## src/rtl/ofc_pkg.sv

```systemverilog
// ofc_pkg: shared types and constants for the operand forwarding controller.
//   NREG/DEPTH/AW : register count, tracked history depth, register address width
//   FWD_*         : operand mux select encodings
//   hist_t        : one history slot {valid, wr, load, rd}
//   state_t       : hazard FSM states
package ofc_pkg;

  localparam int NREG  = 32;
  localparam int DEPTH = 3;
  localparam int AW    = $clog2(NREG);

  localparam logic [1:0] FWD_BANK = 2'b00;
  localparam logic [1:0] FWD_EX   = 2'b01;
  localparam logic [1:0] FWD_DM   = 2'b10;
  localparam logic [1:0] FWD_WB   = 2'b11;

  typedef struct packed {
    logic          valid;
    logic          wr;
    logic          load;
    logic [AW-1:0] rd;
  } hist_t;

  typedef enum logic {
    RUN = 1'b0,
    LU  = 1'b1
  } state_t;

endpackage

```

## src/rtl/fwd_select.sv

```systemverilog
// fwd_select: combinational forward-select for one source operand.
//   src     in  AW      source register address
//   use_src in  1       instruction actually reads src
//   slots   in  hist_t  history, index 1 = most recently issued
//   sel     out 2       FWD_BANK / FWD_EX / FWD_DM / FWD_WB
// Nearest producing slot wins; r0 and unused sources always read the bank.
module fwd_select
  import ofc_pkg::*;
(
  input  logic [AW-1:0] src,
  input  logic          use_src,
  input  hist_t         slots [1:DEPTH],
  output logic [1:0]    sel
);

  logic [DEPTH:1] hit;
  logic [DEPTH:1] load_bits;
  logic           unused_load;

  genvar gi;
  generate
    for (gi = 1; gi <= DEPTH; gi++) begin : g_hit
      assign hit[gi]       = slots[gi].valid && slots[gi].wr && (slots[gi].rd == src);
      assign load_bits[gi] = slots[gi].load;
    end
  endgenerate

  // Load flag only matters to the stall logic in the parent.
  assign unused_load = ^load_bits;

  always_comb begin
    sel = FWD_BANK;
    if (use_src && (src != '0)) begin
      if (hit[1])      sel = FWD_EX;
      else if (hit[2]) sel = FWD_DM;
      else if (hit[3]) sel = FWD_WB;
    end
  end

endmodule

```

## src/rtl/operand_forward_ctrl.sv

```systemverilog
// operand_forward_ctrl: issue-time hazard/forwarding controller for the
// 32x16 register bank. Tracks the last three issued destinations.
//   clk, rst_n          clock, asynchronous active-low reset
//   id_valid            decode presents an instruction
//   id_ra/id_rb         source registers, id_use_a/id_use_b read enables
//   id_imm              B operand is the immediate
//   id_rd/id_wr/id_load destination, write enable, load flag
//   stall               hold decode (combinational, one cycle per load-use)
//   mux_sel_a/b         registered forward selects (00 bank .. 11 ans_wb)
//   imm_sel             registered immediate select
//   rw_dm/wr_dm         bank write address/enable for the result on ans_dm
//   stall_cnt           saturating load-use stall count (HAZ_STATS_EN only)
// Optional feature macro: HAZ_STATS_EN adds the stall_cnt port and counter.
module operand_forward_ctrl
  import ofc_pkg::*;
(
  input  logic          clk,
  input  logic          rst_n,
  input  logic          id_valid,
  input  logic [AW-1:0] id_ra,
  input  logic [AW-1:0] id_rb,
  input  logic          id_use_a,
  input  logic          id_use_b,
  input  logic          id_imm,
  input  logic [AW-1:0] id_rd,
  input  logic          id_wr,
  input  logic          id_load,
  output logic          stall,
  output logic [1:0]    mux_sel_a,
  output logic [1:0]    mux_sel_b,
  output logic          imm_sel,
  output logic [AW-1:0] rw_dm,
  output logic          wr_dm
`ifdef HAZ_STATS_EN
  ,
  output logic [15:0]   stall_cnt
`endif
);

  hist_t      hist_q [1:DEPTH];
  state_t     state_q, state_d;
  logic       issue;
  logic       lu_a, lu_b, load_use;
  logic [1:0] sel_a_c, sel_b_c;

  // Load-use: the instruction one ahead is a load whose result is not ready
  // on ans_ex. The B path only counts when B is not the immediate.
  assign lu_a     = id_use_a && (id_ra != '0) && (id_ra == hist_q[1].rd);
  assign lu_b     = id_use_b && !id_imm && (id_rb != '0) && (id_rb == hist_q[1].rd);
  assign load_use = id_valid && hist_q[1].valid && hist_q[1].wr && hist_q[1].load
                    && (lu_a || lu_b);

  always_ff @(posedge clk or negedge rst_n) begin
    if (!rst_n) state_q <= RUN;
    else        state_q <= state_d;
  end

  // The bubble inserted by a stall moves the load to slot 2, so LU never
  // needs to stall again for the same pair.
  always_comb begin
    state_d = state_q;
    stall   = 1'b0;
    case (state_q)
      RUN: begin
        if (load_use) begin
          stall   = 1'b1;
          state_d = LU;
        end
      end
      LU:      state_d = RUN;
      default: state_d = RUN;
    endcase
  end

  assign issue = id_valid && !stall;

  // History shift register; a non-issue cycle shifts in an invalid entry.
  always_ff @(posedge clk or negedge rst_n) begin
    if (!rst_n) begin
      hist_q[1] <= '0;
    end else if (issue) begin
      hist_q[1] <= '{valid: 1'b1, wr: id_wr, load: id_load, rd: id_rd};
    end else begin
      hist_q[1] <= '0;
    end
  end

  genvar gi;
  generate
    for (gi = 2; gi <= DEPTH; gi++) begin : g_shift
      always_ff @(posedge clk or negedge rst_n) begin
        if (!rst_n) hist_q[gi] <= '0;
        else        hist_q[gi] <= hist_q[gi-1];
      end
    end
  endgenerate

  // Selects are computed from pre-shift history. B's select is computed
  // even when the immediate is chosen; the immediate mux overrides it.
  fwd_select u_sel_a (
    .src     (id_ra),
    .use_src (id_use_a),
    .slots   (hist_q),
    .sel     (sel_a_c)
  );

  fwd_select u_sel_b (
    .src     (id_rb),
    .use_src (id_use_b),
    .slots   (hist_q),
    .sel     (sel_b_c)
  );

  always_ff @(posedge clk or negedge rst_n) begin
    if (!rst_n) begin
      mux_sel_a <= FWD_BANK;
      mux_sel_b <= FWD_BANK;
      imm_sel   <= 1'b0;
    end else if (issue) begin
      mux_sel_a <= sel_a_c;
      mux_sel_b <= sel_b_c;
      imm_sel   <= id_imm;
    end
  end

  // Slot 2 is the instruction whose result is currently on ans_dm.
  assign wr_dm = hist_q[2].valid && hist_q[2].wr;
  assign rw_dm = wr_dm ? hist_q[2].rd : '0;

`ifdef HAZ_STATS_EN
  always_ff @(posedge clk or negedge rst_n) begin
    if (!rst_n) begin
      stall_cnt <= '0;
    end else if ((state_q == RUN) && (state_d == LU) && (stall_cnt != 16'hFFFF)) begin
      stall_cnt <= stall_cnt + 16'd1;
    end
  end
`endif

endmodule
```

## config.mk

```make
export PLATFORM = sky130hd
export DESIGN_NAME = operand_forward_ctrl
export DESIGN_NICKNAME = d
export VERILOG_FILES = /design/src/rtl/ofc_pkg.sv /design/src/rtl/fwd_select.sv /design/src/rtl/operand_forward_ctrl.sv
export SDC_FILE = /design/constraint.sdc
export NUM_CORES = 1
export LEC_CHECK = 0
export ABC_AREA = 1
export ABC_CLOCK_PERIOD_IN_PS = 1800
export CAP_MARGIN = 20
export CORE_MARGIN = 2
export CORE_UTILIZATION = 42
export DETAILED_ROUTE_END_ITERATION = 16
export DONT_BUFFER_PORTS = 1
export MAX_ROUTING_LAYER = met4
export PLACE_DENSITY = 0.6
export SYNTH_ARGS = -nofsm -noshare
export SYNTH_HDL_FRONTEND = slang
export SYNTH_HIERARCHICAL = 1
export SYNTH_SLANG_ARGS = --single-unit
```

## constraint.sdc

```tcl
create_clock -name clk -period 1.8 [get_ports clk]
set_input_delay 0.18 -clock clk [delete_from_list [all_inputs] [get_ports clk]]
set_output_delay 0.18 -clock clk [all_outputs]
set_load 0.01 [all_outputs]
```

==> results by group, run 1 <==
Timing
  • Setup Skew: 0.003646 ns
  • Least-Margin Pin Slew: 0.2684 ns
  • Rel. slew slack: 82.07%
  • Min Tclk post-route: 1.647 ns
  • Final Cycle Share: 91.48%
  • Setup TNS: 0 ns
  • Final Max Tran Viols: 0
  • Fmax achieved: 0.6073 GHz
  • Worst Hold Slack: 0.01167 ns
  • # setup viols final: 0
  • Endpoints failing hold: 0
  • RSZ-0062 raised after global routing: false

Placement
  • Placer Congestion: 0.9530
  • Port Buffer Count: 0
  • Dpl hpwl: 3.303 mm

Global routing
  • Vias in the first global route: 1542
  • GRT overflow: 0
  • Tot GR Track Use: 19.40%
  • Initial antenna violation count: 0
  • First-pass GRT wire length: 7.217 mm
  • Pin count of the biggest net entering global routing: 29

Power and ir drop
  • Pwr/cell area: 614.3 nW/um2
  • Leak Pwr: 1.109 nW
  • Peak VDD IR: 0.3722 mV

Critical path
  • Arrival time at the worst endpoint: 1.47 ns
  • CP required: 1.62 ns
  • Worst flop-to-flop path endpoint: hist_q[17]
  • Worst setup endpoint: stall
  • Critical Path Start: hist_q[19]
  • CP startpoint kind: register
  • R2R Setup Slk: 0.29 ns
  • Reg-to-Reg Start: hist_q[19]
  • R2R cell count: 10
  • Crit. End Element: output port
  • Setup CP Type: register to output port
  • Worst-path fanout max: 8

CTS
  • Setup Buffers After CTS: 0
  • Clk_lat worst skew: 0.27 ns
  • Num CTS Buffers: 3
  • Worst-path clk slew: 0.09 ns
  • Clock Path Buffers: 2
  • Root Driver: clkbuf_8
  • CTS H-tree depth: 1
  • Clk sink count: 28
  • CTS tree: yes

Die
  • Initial Util: 44.22%
  • Site Rows: 23
  • Die extent in y: 69.36 um
  • Die extent in x: 69.36 um
  • IO Count: 35
  • Core Area: 4058 um2
  • Die area: 4811 um2

Drt
  • DRC viols: 0
  • Via count: 1599
  • Routed WL per cell: 12.31 um
  • Metal3 WL: 249 um
  • Starting DRT DRC Count: 58
  • WL met2: 1.886 mm
  • Max Used Layer: met4
  • ANT nets after route: 0
  • TritonRoute pass-1 iters: 4
  • Aggregate routed wire length: 4.224 mm
  • Routed met1 length: 1.979 mm
  • Vias per std cell: 4.662

Final layout
  • P&R area growth vs syn: 10.04%
  • Most common cell after layout, fill and taps aside: nand2_1
  • Antenna Cells: 0
  • Sequential Area: 703.2 um2
  • Layout cells sized above 1: 11.60%
  • Commonest cells after routing, fill and taps aside: nand2_1, inv_1, nor2_1, dfrtp_1, nand3_1
  • Fillcell total: 419
  • Final net count: 318
  • Multi-input logic area: 857.1 um2

Status
  • Status: completed

Logic synthesis
  • Synth warn: 6
  • Mapped Area: 1794 um2
  • Syn avg cell area: 6.340 um2
  • Synthesized instance count: 283
  • Syn_nets: 306

Run
  • Max-Cap Viols: 0

Min path
  • Hold Crit Class: primary input to register
  • Min-Delay Startpoint: id_rd[2]
-- through the flow --
step | total power, mW | util, % | worst slack (ns) | cell area (um2) | std cells
after global routing | 1.292 | 48.66 | 0.001753 | 1974 | 343
after detailed placement | 0.8677 | 45.85 | 0.2540 | 1861 | 334
after global placement | 0.8673 | 45.85 | 0.2840 | 1861 | 334
after floorplan | 0.8302 | - | 0.5003 | 1794 | 283
final | 1.213 | 48.66 | 0.1533 | 1974 | 343
after CTS | 1.228 | 48.10 | 0.09359 | 1952 | 341
-- how the worst min path moves through the flow --
stage / to / depth (start not counted) / slack, ns
floorplan: hist_q[0] / 0 / -0.12
global placement: hist_q[7] / 0 / -0.11
detailed placement: hist_q[7] / 0 / -0.11
CTS: hist_q[16] / 2 / 0.001
global route: hist_q[17] / 2 / 0.02
finish: hist_q[18] / 2 / 0.01
-- power by group --
group	internal (mW)	switching [mW]	total [mW]
combinational	0.0763	0.112	0.188
sequential	0.657	0.0361	0.693
clock	0.150	0.182	0.332
-- sequential cells by signal, summed over array words and instances, names as in the netlist --
name and count:
hist_q 22, imm_sel 1, mux_sel_a 2, mux_sel_b 2
state_q 1
-- routing by layer --
metal / vias up / global-route usage (%)
li1: 851 / -
met1: 697 / 25.44
met2: 43 / 30.02
met3: 8 / 4.215
met4: 0 / 6.318
met5: - / -
-- worst max-delay path, cell delays in order (launching register included) --
cell     delay (ns)
dfrtp_2        0.48
inv_2          0.07
nand2_1        0.04
nand2_1        0.06
nand2_1        0.05
nor2_1         0.08
nand3_1        0.07
nand2_1        0.10
nand2_2        0.10
inv_1          0.14
-- final cells by class --
| type | instances | area share [%] |
|---|---|---|
| well taps | 50 | 3.169 |
| flip-flops and latches | 28 | 35.61 |
| multi-input cells | 194 | 43.41 |
| repair buffers | 8 | 4.309 |
| clock buffers | 3 | 2.091 |
| inverters | 60 | 11.41 |
-- repair_timing --
item / in CTS / in global routing
hold buffers: 4 / 2
hold endpoints to repair: 30 / 2
resized for setup: 0 / 2
endpoints found under the setup margin: 0 / 1
Power figures use the tool's default switching activity.
==> inputs of run 2 (changes only) <==
Settings changed: CELL_PAD_IN_SITES_DETAIL_PLACEMENT set to 0, CELL_PAD_IN_SITES_GLOBAL_PLACEMENT set to 1, PLACE_DENSITY 0.6 to not set, PLACE_DENSITY_LB_ADDON set to 0.1.
==> run 2 against run 1 <==
  * Hold slack got worse by 0.0023 ns
  * Global-route usage fell by 0.19 points
  * Largest cell class unchanged
  * Power rose by 13%
  * Register-to-register slack improved by 0.03 ns
  * Design area rose by 2.9%
  * Sequential share of layout area fell by 0.93 points
  * Core utilization rose by 1.4 points
  * Die area did not move
  * Via count rose by 0.50%
  * Cell count rose by 1.2%
  * Count of clock-buffer cells in the layout did not move
  * Combinational power rose by 3%
==> results by group, run 2 (synthesis results as in run 1) <==
Drt
  • ANT nets after route: 0 (unchanged)
  • TritonRoute pass-1 iters: 4 (unchanged)
  • Vias per std cell: 4.631 (-0.66%)
  • Via count: 1607 (+0.50%)
  • Starting DRT DRC Count: 66 (+14%)
  • Routed WL per cell: 12.25 um (-0.52%)
  • Aggregate routed wire length: 4.251 mm (+0.64%)
  • DRC viols: 0 (unchanged)

Timing
  • Setup TNS: 0 ns (unchanged)
  • Fmax achieved: 0.6248 GHz (+2.9%)
  • RSZ-0062 raised after global routing: false
  • # setup viols final: 0 (unchanged)
  • Setup Skew: 0.001737 ns (-0.001910 ns)
  • Final Max Tran Viols: 0 (unchanged)
  • Rel. slew slack: 82.81% (+0.75 points)
  • Min Tclk post-route: 1.601 ns (-0.04618 ns)
  • Endpoints failing hold: 0 (unchanged)
  • Least-Margin Pin Slew: 0.2569 ns (-0.01148 ns)
  • Final Cycle Share: 88.92% (-2.6 points)

Final layout
  • Fillcell total: 415 (-0.95%)
  • Fin cells: 347 (+1.2%)
  • Commonest cells after routing, fill and taps aside: nand2_1, inv_1, nor2_1, dfrtp_1, nand3_1
  • Layout cells sized above 1: 13.13% (+1.5 points)
  • Antenna Cells: 0 (unchanged)
  • P&R area growth vs syn: 13.18%
  • Max FFs per register: 22 (unchanged)
  • Most common cell after layout, fill and taps aside: nand2_1
  • Final net count: 321 (+0.94%)
  • Final Core Density: 50.05% (+1.4 points)
  • Top reg by flops: hist_q
  • Sequential Area: 704.4 um2 (+0.18%)
  • Top Registers: hist_q (22), mux_sel_a (2), mux_sel_b (2)
  • Multi-input logic area: 857.1 um2 (unchanged)

Placement
  • Placer Congestion: 0.8251 (-13%)
  • Placed Instances: 334 (unchanged)
  • Port Buffer Count: 0 (unchanged)
  • Dpl hpwl: 3.413 mm (+3.3%)

Global routing
  • Vias in the first global route: 1544 (+0.13%)
  • Initial antenna violation count: 0 (unchanged)
  • Pin count of the biggest net entering global routing: 29 (unchanged)
  • First-pass GRT wire length: 7.245 mm (+0.39%)
  • Tot GR Track Use: 19.21% (-0.19 points)
  • GRT overflow: 0 (unchanged)

CTS
  • Clk_lat worst skew: 0.27 ns (about the same)
  • Clk sink count: 28 (unchanged)
  • Worst-path clk slew: 0.09 ns (about the same)
  • CTS H-tree depth: 1 (unchanged)
  • CTS tree: yes
  • Num CTS Buffers: 3 (unchanged)
  • Clock Path Buffers: 2 (unchanged)
  • Root Driver: clkbuf_8

Min path
  • Min-Delay Startpoint: id_rd[1]
  • Hold Path Depth: 2 (unchanged)
  • Hold Path End: hist_q[17]
  • Hold Crit Class: primary input to register

Power and ir drop
  • Power Total: 1.375 mW (+13%)
  • Leak Pwr: 1.134 nW (+2.2%)
  • Peak VDD IR: 0.4499 mV (+21%)
  • Pwr/cell area: 677.0 nW/um2 (+10%)

Critical path
  • Worst-path fanout max: 8 (unchanged)
  • R2R Setup Slk: 0.32 ns (+0.03 ns)
  • Setup CP Type: register to output port
  • Worst-path cell chain: inv_2 > nand2_1 > nand2_1 > nand2_1 > nor2_1 > nand3_1 > nand2_1 > nand2_2 > inv_2
  • Reg-to-Reg Start: hist_q[19]
  • R2R cell count: 11 (+1)
  • CP startpoint kind: register
  • CP required: 1.62 ns (about the same)
  • Arrival time at the worst endpoint: 1.42 ns (-0.05 ns)
  • Crit. End Element: output port
  • CP peak stage delay: 0.47 ns (about the same)
  • Slowest CP cell: dfrtp_2
  • Most frequent CP cell: nand2_1
  • Worst flop-to-flop path endpoint: imm_sel

Status
  • Status: completed

Die
  • Initial Util: 44.22% (unchanged)
  • Die area: 4811 um2 (unchanged)
  • IO Count: 35 (unchanged)
  • Die extent in y: 69.36 um (unchanged)
  • Core Area: 4058 um2 (unchanged)
  • Site Rows: 23 (unchanged)
  • Die extent in x: 69.36 um (unchanged)

Run
  • Max-Cap Viols: 0 (unchanged)
run 2: changes by cell type in the layout (fill, tap and decap cells not counted), sizes merged:
cell / before / now
buf: 3 / 5
bufinv: 0 / 1
dlygate4sd3: 5 / 6
run 2: worst max path at each step:
| stage | start | to | slack [ns] | cells past startpoint |
|---|---|---|---|---|
| finish | hist_q[19] | stall | 0.20 | 9 |
| global route | hist_q[17] | stall | 0.02 | 8 |
| CTS | hist_q[16] | stall | 0.07 | 8 |
| detailed placement | hist_q[16] | hist_q[17] | 0.25 | 9 |
| global placement | hist_q[16] | mux_sel_a[1] | 0.24 | 10 |
| floorplan | hist_q[18] | mux_sel_a[0] | 0.50 | 10 |
run 2: critical path: cells and delay by family (launching register included):
| kind | cells | cell delay (ns) |
|---|---|---|
| buffers and inverters | 2 | 0.18 |
| AND/OR/NAND/NOR | 7 | 0.50 |
| flip-flops | 1 | 0.47 |
run 2: what timing repair did:
action | in CTS | in global routing
hold buffers | 6 | 1
setup buffers | 0 | 2
endpoints found under the setup margin | 0 | 3
resized for setup | 0 | 4
endpoints found under the hold margin | 32 | 1
run 2: metal layers:
layer / vias to the layer above / global-route usage [%] / wire [um]
met1: 712 / 26.25 / 2085
met2: 29 / 31.52 / 1972
met5: - / - / 0
li1: 861 / - / -
met3: 5 / 2.035 / 163
met4: 0 / 3.268 / 29
run 2: report_power, final:
group / switching (mW) / total [mW] / internal (mW)
Clock: 0.191 / 0.489 / 0.298
Combinational: 0.113 / 0.193 / 0.0804
Sequential: 0.0355 / 0.692 / 0.657
Total: 0.340 / 1.37 / 1.04
run 2: through the flow:
step	instance area (um2)	hold WS (ns)	setup WS, ns
CTS	2002	0.001211	0.06673
detailed placement	1861	-0.1151	0.2526
finish	2031	0.009323	0.1995
global route	2031	0.002470	0.02050
global placement	1861	-0.1151	0.2419
floorplan	1794	-0.1156	0.5003
run 2: area by class of cell:
type,count,area share [%]
clock inverters,1,1.479
clock buffers,3,2.033
multi-input cells,194,42.21
well taps,50,3.081
repair buffers,11,5.422
flip-flops and latches,28,34.69
inverters,60,11.09
